==> config.mk <==
export PLATFORM = sky130hd
export DESIGN_NAME = mdu_hilo_ctrl
export DESIGN_NICKNAME = d
export VERILOG_FILES = /design/src/rtl/mdu_hilo_ctrl.sv
export SDC_FILE = /design/constraint.sdc
export NUM_CORES = 1
export LEC_CHECK = 0
export CORE_MARGIN = 5
export CORE_UTILIZATION = 50
export DETAILED_ROUTE_END_ITERATION = 16
export PLACE_DENSITY = 0.83
export SYNTH_ARGS = -nofsm -noshare
export SYNTH_HDL_FRONTEND = slang
export SYNTH_SLANG_ARGS = --single-unit
==> constraint.sdc <==
create_clock -name clk -period 5 [get_ports clk]
set_input_delay 1.25 -clock clk [delete_from_list [all_inputs] [get_ports clk]]
set_output_delay 1.25 -clock clk [all_outputs]
set_load 0.1 [all_outputs]
==> src/rtl/mdu_hilo_ctrl.sv <==
// mdu_hilo_ctrl: multiply/divide sequencer and owner of the HI/LO registers.
// A multiply drives operand magnitudes to an external combinational multiplier
// and captures the sign-corrected product once the adder tree has settled.
// A divide runs an internal 32-step restoring divider, one step per clock.
module mdu_hilo_ctrl #(
    parameter int unsigned MUL_CYCLES = 2
) (
    input  logic        clk,
    input  logic        rst_n,
    input  logic        start,
    input  logic [2:0]  op,
    input  logic [31:0] rs_val,
    input  logic [31:0] rt_val,
    output logic [31:0] mul_a,
    output logic [31:0] mul_b,
    input  logic [63:0] mul_result,
    output logic        busy,
    output logic        done,
    output logic [31:0] hi,
    output logic [31:0] lo
);

    typedef enum logic [1:0] {
        IDLE = 2'd0,
        MUL  = 2'd1,
        DIV  = 2'd2
    } state_t;

    localparam logic [2:0] OP_MULTU = 3'b000;
    localparam logic [2:0] OP_MULT  = 3'b001;
    localparam logic [2:0] OP_DIVU  = 3'b010;
    localparam logic [2:0] OP_DIV   = 3'b011;
    localparam logic [2:0] OP_MTHI  = 3'b100;
    localparam logic [2:0] OP_MTLO  = 3'b101;

    localparam logic [5:0] MUL_LOAD = 6'(MUL_CYCLES);
    localparam logic [5:0] DIV_LOAD = 6'd32;

    state_t      state_q, state_d;
    logic [5:0]  cnt_q, cnt_d;
    logic [31:0] mul_a_q, mul_a_d;
    logic [31:0] mul_b_q, mul_b_d;
    logic        neg_q, neg_d;
    logic        qneg_q, qneg_d;
    logic        rneg_q, rneg_d;
    logic        dz_q, dz_d;
    logic [31:0] divisor_q, divisor_d;
    logic [31:0] quot_q, quot_d;
    logic [32:0] rem_q, rem_d;
    logic [31:0] hi_q, hi_d;
    logic [31:0] lo_q, lo_d;
    logic        done_q, done_d;

    // Divider datapath for one restoring step
    logic [32:0] rem_shift;
    logic [33:0] trial;
    logic        trial_ok;
    logic [32:0] rem_step;
    logic [31:0] quot_step;

    logic        op_signed;
    logic [31:0] rs_mag;
    logic [31:0] rt_mag;
    logic [63:0] product_fix;

    // Magnitude of a 32-bit operand when it is treated as signed;
    // 0x80000000 maps to itself, which reads correctly as unsigned.
    function automatic logic [31:0] magnitude(input logic [31:0] v, input logic sgn);
        logic [31:0] r;
        r = (sgn && v[31]) ? (~v + 32'd1) : v;
        return r;
    endfunction

    // Operand conditioning and one restoring-division step from current state
    always_comb begin
        op_signed   = op[0];
        rs_mag      = magnitude(rs_val, op_signed);
        rt_mag      = magnitude(rt_val, op_signed);
        product_fix = neg_q ? (~mul_result + 64'd1) : mul_result;

        rem_shift   = {rem_q[31:0], quot_q[31]};
        trial       = {1'b0, rem_shift} - {2'b00, divisor_q};
        trial_ok    = ~trial[33];
        rem_step    = trial_ok ? trial[32:0] : rem_shift;
        quot_step   = {quot_q[30:0], trial_ok};
    end

    // Next-state and register-update logic for the sequencer
    always_comb begin
        state_d   = state_q;
        cnt_d     = cnt_q;
        mul_a_d   = mul_a_q;
        mul_b_d   = mul_b_q;
        neg_d     = neg_q;
        qneg_d    = qneg_q;
        rneg_d    = rneg_q;
        dz_d      = dz_q;
        divisor_d = divisor_q;
        quot_d    = quot_q;
        rem_d     = rem_q;
        hi_d      = hi_q;
        lo_d      = lo_q;
        done_d    = 1'b0;

        case (state_q)
            IDLE: begin
                if (start) begin
                    case (op)
                        OP_MULTU, OP_MULT: begin
                            mul_a_d = rs_mag;
                            mul_b_d = rt_mag;
                            neg_d   = op_signed && (rs_val[31] ^ rt_val[31]);
                            cnt_d   = MUL_LOAD;
                            state_d = MUL;
                        end
                        OP_DIVU, OP_DIV: begin
                            quot_d    = rs_mag;
                            divisor_d = rt_mag;
                            qneg_d    = op_signed && (rs_val[31] ^ rt_val[31]);
                            rneg_d    = op_signed && rs_val[31];
                            dz_d      = (rt_val == 32'd0);
                            rem_d     = 33'd0;
                            cnt_d     = DIV_LOAD;
                            state_d   = DIV;
                        end
                        OP_MTHI: hi_d = rs_val;
                        OP_MTLO: lo_d = rs_val;
                        default: ;
                    endcase
                end
            end

            MUL: begin
                cnt_d = cnt_q - 6'd1;
                if (cnt_q == 6'd1) begin
                    hi_d    = product_fix[63:32];
                    lo_d    = product_fix[31:0];
                    done_d  = 1'b1;
                    state_d = IDLE;
                end
            end

            DIV: begin
                cnt_d  = cnt_q - 6'd1;
                rem_d  = rem_step;
                quot_d = quot_step;
                if (cnt_q == 6'd1) begin
                    // A zero divisor leaves the quotient all ones and the
                    // remainder equal to the dividend magnitude; the remainder
                    // sign fix restores rs_val, but LO must ignore the sign.
                    if (dz_q) begin
                        lo_d = 32'hFFFF_FFFF;
                    end else begin
                        lo_d = qneg_q ? (~quot_step + 32'd1) : quot_step;
                    end
                    hi_d    = rneg_q ? (~rem_step[31:0] + 32'd1) : rem_step[31:0];
                    done_d  = 1'b1;
                    state_d = IDLE;
                end
            end

            default: state_d = IDLE;
        endcase
    end

    // State and datapath registers, cleared asynchronously by rst_n
    always_ff @(posedge clk or negedge rst_n) begin
        if (!rst_n) begin
            state_q   <= IDLE;
            cnt_q     <= 6'd0;
            mul_a_q   <= 32'd0;
            mul_b_q   <= 32'd0;
            neg_q     <= 1'b0;
            qneg_q    <= 1'b0;
            rneg_q    <= 1'b0;
            dz_q      <= 1'b0;
            divisor_q <= 32'd0;
            quot_q    <= 32'd0;
            rem_q     <= 33'd0;
            hi_q      <= 32'd0;
            lo_q      <= 32'd0;
            done_q    <= 1'b0;
        end else begin
            state_q   <= state_d;
            cnt_q     <= cnt_d;
            mul_a_q   <= mul_a_d;
            mul_b_q   <= mul_b_d;
            neg_q     <= neg_d;
            qneg_q    <= qneg_d;
            rneg_q    <= rneg_d;
            dz_q      <= dz_d;
            divisor_q <= divisor_d;
            quot_q    <= quot_d;
            rem_q     <= rem_d;
            hi_q      <= hi_d;
            lo_q      <= lo_d;
            done_q    <= done_d;
        end
    end

    assign busy  = (state_q != IDLE);
    assign done  = done_q;
    assign mul_a = mul_a_q;
    assign mul_b = mul_b_q;
    assign hi    = hi_q;
    assign lo    = lo_q;

endmodule

==> results.txt, run 1 <==
* Status: finished, final reports clean
- After detailed routing, the number of remaining DRC violations is 0.
- The number of global-route vias before repair came to between 15000 and 20000.
- For this block, the routed nets add up to 69.2 mm of wire.
* Final-report max-slew violation count: 0
- The worst-case IR drop observed on VDD is 0.625 mV.
- CP Capture Type: register
* Post-CTS setup repair buffer count: 0
- Die Footprint: slightly below 40000 um^2
- Once the floorplan was initialized, standard cells occupied roughly half of the core.
* Synth-to-layout area growth: 24.4%
* Post-cts hold buffer count: 0
- Total grt overflow: 0
- Number of H-tree levels: 1
- In this run, synthesis inferred 0 flip-flops with an integrated enable.
- Global routing used between 30 and 40% of the available tracks.
* Highest Clock Rate: around 0.22 GHz
- The clock period could shrink to 4610 ps.
* Ratio of total power to cell area: just under 800 nW/um^2
- Fraction of layout cells with a size suffix above 1: under 10%
- Leaving out fill and tap cells, the most frequent cell in the layout is sky130_fd_sc_hd__o21ai_0.
- Measured against its own limit, the worst slew margin works out to between 20 and 30%.
* Finish-stage setup viols: 0
- Synthesis inferred around 240 register bits.
- Width of the die: between 150 and 200 um
- HPWL Detailed: around 53 mm
* Part of the cycle the worst path needs: 92.2%
- Hold is met by between 400 and 500 ps.
* CTS Root Buffer Type: sky130_fd_sc_hd__clkbuf_16
- The floorplan has 68 rows.
- Syn nets: ~2400
- Counting distinct cell types in the post-synthesis netlist gives slightly below 90.
* Start-to-end type of the worst setup path: register to register
- Setup repair after global routing left no endpoint under its margin.
- The Yosys step of the flow raised 0 warnings.
- Y dimension of the die: 196 um
* TritonCTS clock tree: done
- For this run, the detailed router's first-pass iteration total came to 6.
* Number of max-capacitance violations reported: 0
* Area of the mapped netlist: between 15000 and 20000 um^2
* Worst slew pin tran: 1090 ps
- Post-synthesis sequential area ratio: approximately 34%
- Cells after Synth: between 2000 and 2500
- Entering global routing, the biggest net connects 86 pins.
* Crit path DAT: approximately 5100 ps
- Avg Vias per Cell: 6.45
- Share of synthesized registers carrying an async set or reset: 100%
- Main flop type after synthesis: sky130_fd_sc_hd__dfrtp_1
- Gp weighted congestion: between 0.9 and 1
- Number of nets in the layout: between 2000 and 3000
- Commonest non-fill, non-tap cells in the layout: sky130_fd_sc_hd__o21ai_0, sky130_fd_sc_hd__nand2_1, sky130_fd_sc_hd__clkdlybuf4s50_1
* Wire length of the first global-routing pass: roughly 100 mm
- In this run, the number of DRC markers left after iteration 0 of detailed routing was between 2000 and 2500.
* Insertion delay of the later-clocked pin in the worst-skew pair: around 590 ps
- Adding up every negative setup slack in the final design gives 0 ps.
* Total count of hold-check failures in the final report: 0
* Post-CTS Resized: 0
* Count of input and output buffers: 263
- After clock tree synthesis, the clock-pin slew on the worst setup and hold paths is around 70 ps.
* Required time of the critical path: 5500 ps
- A synthesized cell averages slightly below 8 um^2.
- Detailed routing inserted a total of around 19000 vias.
- The clock net in this run drives a total of between 200 and 250 sinks.
- Core area: 34500 um^2
* CTS Buf Count: 27
* Num ports: approximately 260
* P_leak: between 0.008 and 0.009 uW
- CTS max path bufs: 3
- The clock arrives with 35.5 ps of skew.
- Classification of the worst-slack hold path: register to register
- The initial antenna violation count is 1.
- In the final routed layout, each cell accounts on average for ~24 um.
- Worst Setup Start Kind: register
- The count of nets left with antenna violations once routing finished came out at 0.
- CP max FO: 4
[worst max-delay path, cell delays in order (launching register included)]
cell and delay, ps:
sky130_fd_sc_hd__dfrtp_1 340, sky130_fd_sc_hd__inv_1 50, sky130_fd_sc_hd__ha_1 300, sky130_fd_sc_hd__a21oi_1 250
sky130_fd_sc_hd__o21ai_0 220, sky130_fd_sc_hd__a211oi_2 300, sky130_fd_sc_hd__o21a_1 240, sky130_fd_sc_hd__nand2_2 110
sky130_fd_sc_hd__inv_2 70, sky130_fd_sc_hd__ha_1 170, sky130_fd_sc_hd__or4b_4 470, sky130_fd_sc_hd__or4_1 510
sky130_fd_sc_hd__or3_1 350, sky130_fd_sc_hd__or2_1 300, sky130_fd_sc_hd__o21ai_0 230, sky130_fd_sc_hd__xnor2_1 150
sky130_fd_sc_hd__o21ai_0 90, sky130_fd_sc_hd__o211ai_1 130, sky130_fd_sc_hd__o21ai_0 100, sky130_fd_sc_hd__o21ai_0 160
[routing by layer]
metal	part of all wire, %	up-vias	track usage (%)	wire length [um]
met5	0	-	0	0
met4	3.0	0	9.21	2060
met3	13	137	7.90	8770
met2	42	1098	50.5	29100
met1	42	8992	51.3	29300
li1	-	8382	-	-
[state kept, by name (all words and copies together), names as in the netlist]
signal / count
neg_q: 1
dz_q: 1
qneg_q: 1
rem_q: 32
state_q: 2
mul_a: 32
mul_b: 32
done: 1
rneg_q: 1
lo: 32
divisor_q: 32
cnt_q: 6
hi: 32
quot_q: 32
[worst paths after layout]
kind / start / to / slack [ps] / cells past startpoint
max: divisor_q[18] / lo[22] / 390 / 19
min: lo[14] / lo[14] / 480 / 2
max reg2reg: divisor_q[18] / lo[22] / 390 / 19
min reg2reg: lo[14] / lo[14] / 480 / 2
max in group asynchronous: rst_n / rem_q[17] / 3220 / 2
min in group asynchronous: rst_n / mul_b[22] / 690 / 1
[cell usage after synthesis, types with 6 or more instances]
| library cell | number | share of area, % |
|---|---|---|
| sky130_fd_sc_hd__o21ai_0 | 307 | 8.8 |
| sky130_fd_sc_hd__nand2_1 | 291 | 6.3 |
| sky130_fd_sc_hd__dfrtp_1 | 237 | 34 |
| sky130_fd_sc_hd__a21oi_1 | 162 | 4.7 |
| sky130_fd_sc_hd__nor2_1 | 145 | 3.1 |
| sky130_fd_sc_hd__xnor2_1 | 126 | 6.4 |
| sky130_fd_sc_hd__clkbuf_1 | 109 | 2.4 |
| sky130_fd_sc_hd__inv_1 | 67 | 1.4 |
| sky130_fd_sc_hd__xor2_1 | 59 | 3.0 |
| sky130_fd_sc_hd__nor3_1 | 57 | 1.6 |
| sky130_fd_sc_hd__o31ai_1 | 48 | 2.1 |
| sky130_fd_sc_hd__ha_1 | 42 | 3.0 |
| sky130_fd_sc_hd__a21o_1 | 35 | 1.5 |
| sky130_fd_sc_hd__o22ai_1 | 34 | 1.2 |
| sky130_fd_sc_hd__or3_1 | 28 | 1.0 |
| sky130_fd_sc_hd__or4_1 | 27 | 1.2 |
| sky130_fd_sc_hd__a211oi_1 | 26 | 1.1 |
| sky130_fd_sc_hd__nand3_1 | 26 | 0.75 |
| sky130_fd_sc_hd__mux2i_1 | 23 | 1.3 |
| sky130_fd_sc_hd__o41ai_1 | 23 | 1.2 |
| sky130_fd_sc_hd__o211ai_1 | 21 | 0.91 |
| sky130_fd_sc_hd__nor4_1 | 18 | 0.65 |
| sky130_fd_sc_hd__a31oi_1 | 17 | 0.61 |
| sky130_fd_sc_hd__a221oi_1 | 16 | 0.81 |
| sky130_fd_sc_hd__buf_2 | 16 | 0.46 |
| sky130_fd_sc_hd__nand2b_1 | 15 | 0.54 |
| sky130_fd_sc_hd__o21ai_1 | 14 | 0.40 |
| sky130_fd_sc_hd__buf_1 | 13 | 0.28 |
| sky130_fd_sc_hd__nand4_1 | 13 | 0.47 |
| sky130_fd_sc_hd__or2_2 | 12 | 0.43 |
| sky130_fd_sc_hd__and2_1 | 11 | 0.40 |
| sky130_fd_sc_hd__nor2b_1 | 10 | 0.36 |
| sky130_fd_sc_hd__and3_1 | 9 | 0.32 |
| sky130_fd_sc_hd__and4_1 | 8 | 0.40 |
| sky130_fd_sc_hd__a311oi_1 | 7 | 0.35 |
| sky130_fd_sc_hd__nor3b_1 | 7 | 0.30 |
| sky130_fd_sc_hd__nand4b_1 | 6 | 0.30 |
| sky130_fd_sc_hd__o21a_1 | 6 | 0.26 |
| sky130_fd_sc_hd__o221ai_1 | 6 | 0.30 |
[logic make-up after synthesis]
| group | after synthesis | synth area share, % |
|---|---|---|
| buffers and inverters | 208 | 4.65 |
| AO/OA/AOI/OAI | 788 | 28.0 |
| adder cells (fa/ha/maj) | 43 | 3.14 |
| multiplexers | 26 | 1.52 |
| flip-flops | 237 | 34.1 |
| XOR/XNOR | 185 | 9.33 |
| AND/OR/NAND/NOR | 705 | 19.2 |
[stage by stage]
step	util [%]	power, uW	cell area, um^2	instances	setup WS [ps]
after global routing	62.7	18000	21600	2885	37.4
after global placement	59.8	14600	20600	2834	138
after CTS	62.7	17000	21600	2884	350
final	62.7	17100	21600	2885	391
after detailed placement	59.8	14700	20600	2834	149
after floorplan	-	11500	17400	2192	1.57
[power by group]
part           internal (uW)  total (uW)  switching [uW]
clock                   1350        2250             900
combinational           3290       11400            8090
sequential              2690        3520             829
total                   7330       17100            9820
[layout make-up]
type | instances | area (um^2)
diodes | 1 | 2.50
clock buffers | 31 | 721
clock inverters | 19 | 270
fillers | 3046 | 12900
inverters | 69 | 259
multi-input cells | 1747 | 10700
flip-flops and latches | 237 | 5930
well taps | 455 | 569
repair buffers | 326 | 3140
(Power assumes the default switching activity.)
==> run 2, diff against run 1 <==
CAP_MARGIN = 40   (was unset)
GPL_TIMING_DRIVEN = 0   (was unset)
==> results.txt, run 2 (same netlist as run 1, synthesis figures left out) <==
- CTS Buf Count: 29 (was 27)
* List of cells traversed by the critical path: inv_1 -> ha_1 -> a21oi_2 -> o21ai_2 -> a211oi_2 -> o21a_2 -> nand2_8 -> clkinv_8 -> ha_2 -> or4b_4 -> or4_4 -> or3_4 -> or2_4 -> o31ai_2 -> xnor2_1 -> o21ai_2 -> a21oi_1 -> a21oi_2 -> o21ai_1 (was inv_1 -> ha_1 -> a21oi_1 -> o21ai_0 -> a211oi_2 -> o21a_1 -> nand2_2 -> inv_2 -> ha_1 -> or4b_4 -> or4_1 -> or3_1 -> or2_1 -> o21ai_0 -> xnor2_1 -> o21ai_0 -> o211ai_1 -> o21ai_0 -> o21ai_0)
- Via count: 20200 (was 18600)
- Iter 0 DRT Violations: 2563 (was 2268)
* Routed metal-1 wirelength: 31.0 mm (was 29.3 mm)
* Number of nets in the layout: 2805 (was 2585)
* Total wire length after detailed routing: 80.3 mm (was 69.2 mm)
- Number of max-capacitance violations reported: 0 (unchanged)
* Required time of the critical path: 5440 ps (was 5500 ps)
* Num ports: 264 (unchanged)
- CP bufs+invs: 2 (unchanged)
- The setup-violating endpoint count in the final report was 0 (unchanged).
- The final-layout fill cell count is 2591 (was 3046).
- Sinks on the clock net: 237 (unchanged)
- The share of layout cells above drive strength 1 was 11.1% (was 6.96%).
- Biggest cell delay along the critical path: 510 ps (about the same)
* CP max FO: 12 (was 4)
- Core area: 34500 um^2 (unchanged)
- Status: finished, final reports clean (unchanged)
- The clock tree from TritonCTS is done (unchanged).
- The clock tree buffer depth is 3 (unchanged).
* Final critical-path required period: 4860 ps (was 4610 ps)
- Total grt overflow: 0 (unchanged)
- Y dimension of the die: 196 um (unchanged)
- The clock skew was 14.5 ps (was 35.5 ps).
- Residual antenna-violating net count after detailed routing: 0 (unchanged)
- The first-pass detailed-route iteration total came to 8 (was 6).
- Worst hold slack across all endpoints: 479 ps (was 477 ps)
- Vias in the first global route: 19700 (was 17200)
- Ratio of total power to cell area: 800 nW/um^2 (was 794 nW/um^2)
- Sequential cell area: 5930 um^2 (about the same)
- Worst slew pin tran: 876 ps (was 1090 ps)
- The family of cells with the greatest summed delay on the critical path is simple AND/OR/NAND/NOR gates (unchanged).
- Crit path DAT: 5300 ps (was 5110 ps)
- Final-report max-slew violation count: 0 (unchanged)
* DRC viols: 0 (unchanged)
- Total negative slack: 0 ps (unchanged)
* Top sig layer: met5 (was met4)
- Initial Utilization: 50.4% (unchanged)
- The total number of H-tree levels was 1 (unchanged).
* Classification of the worst-slack hold path: register to register (unchanged)
- The half-perimeter wire length after placement came to 63.4 mm (was 52.9 mm).
* Most common cell after layout, fill and taps aside: sky130_fd_sc_hd__o21ai_0 (unchanged)
- The core utilization of the finished layout is 70.0% (was 62.7%).
- The master of the slowest instance on the critical path is sky130_fd_sc_hd__or4_4 (was sky130_fd_sc_hd__or4_1).
* Per-cell routed wire length: 25.9 um (was 24.0 um)
- The total length of routed met2 wires was 35.3 mm (was 29.1 mm).
- The detailed-route vias per instance came to 6.51 (was 6.45).
* Die Footprint: 38600 um^2 (unchanged)
- P_leak: 0.00981 uW (was 0.00879 uW)
- The footprint of the multi-input gates is 10800 um^2 (was 10700 um^2).
- The total routing usage reported by global routing was 40.1% (was 34.4%).
- The total number of placement rows came to 68 (unchanged).
* Count of input and output buffers: 262 (was 263)
- The CTS root buffer was sky130_fd_sc_hd__clkbuf_16 (unchanged).
* Register-to-register path setup slack: 140 ps (was 390 ps)
- Largest net degree at the start of global routing: 88 (was 86)
- The highest achievable clock rate came to 0.206 GHz (was 0.217 GHz).
* Insertion delay of the later-clocked pin in the worst-skew pair: 580 ps (was 590 ps)
* Commonest non-fill, non-tap cells in the layout: sky130_fd_sc_hd__o21ai_0, sky130_fd_sc_hd__nand2_1, sky130_fd_sc_hd__clkdlybuf4s50_1 (unchanged)
- The placed standard-cell area is 22900 um^2 (was 20600 um^2).
* Width of the die: 196 um (unchanged)
- Overall Power: 19300 uW (was 17100 uW)
- Initial antenna violation count: 5 (was 1)
- Worst Setup Start Kind: register (unchanged)
- Setup repair after global routing missed its margin: no (unchanged).
* Part of the cycle the worst path needs: 97.1% (was 92.2%)
- Synth-to-layout area growth: 38.9% (was 24.4%)
* CP Capture Type: register (unchanged)
* Final Instance Area: 24100 um^2 (was 21600 um^2)
- Total count of hold-check failures in the final report: 0 (unchanged)
- The met3 layer wire length in the routed design was 10.2 mm (was 8.77 mm).
* Worst vdd ir: 0.713 mV (was 0.625 mV)
- Start-to-end type of the worst setup path: register to register (unchanged)
- The global-route wire length before repair is 120 mm (was 104 mm).
- The global placer's final weighted congestion came to 1.04 (was 0.994).
- Worst slew margin: 41.6% (was 27.6%)
- Clock transition at the registers of the reported paths: 60 ps (was 70 ps)
## run 2: what timing repair did
action / 4_1_cts / 5_1_grt
hold buffers: 0 / 0
pin swaps: 6 / 3
resized for setup: 45 / 8
cloned: 1 / 0
endpoints found under the setup margin: 13 / 6
buffers inserted: 5 / 4
## run 2: cell type report
class,instances,share of cell area [%]
multi-input combinational,1747,44.9
sequential,237,24.6
timing repair buffer,408,20.7
clock buffer,38,3.40
tap,455,2.36
buffer,135,2.20
inverter,69,1.12
clock inverter,16,0.684
timing repair inverter,1,0.0259
antenna,1,0.0104
## run 2: path summary, 6_finish.rpt
| kind | cells after the start | endpoint | start |
|---|---|---|---|
| setup / recovery | 19 | lo[20] | divisor_q[20] |
| hold / removal | 1 | lo[5] | lo[5] |
| setup reg to reg | 19 | lo[20] | divisor_q[20] |
| hold reg to reg | 1 | lo[5] | lo[5] |
| max in group asynchronous | 2 | lo[22] | rst_n |
| min in group asynchronous | 1 | mul_b[23] | rst_n |
## run 2: through the flow
step	setup slack [ps]	instances
floorplan	1.57	2192
global placement	-7520	2909
detailed placement	-1460	3045
CTS	27.0	3102
global route	3.98	3106
finish	145	3107
## run 2: report_power, final
part / internal [uW] / switching, uW
combinational: 4770 / 8910
clock: 1270 / 909
sequential: 2700 / 757
total: 8730 / 10600
## run 2: layer usage
metal	vias to the layer above	global-route usage [%]
li1	8847	-
met1	9673	53.5
met3	269	12.9
met2	1442	61.6
met5	-	0
met4	8	14.3
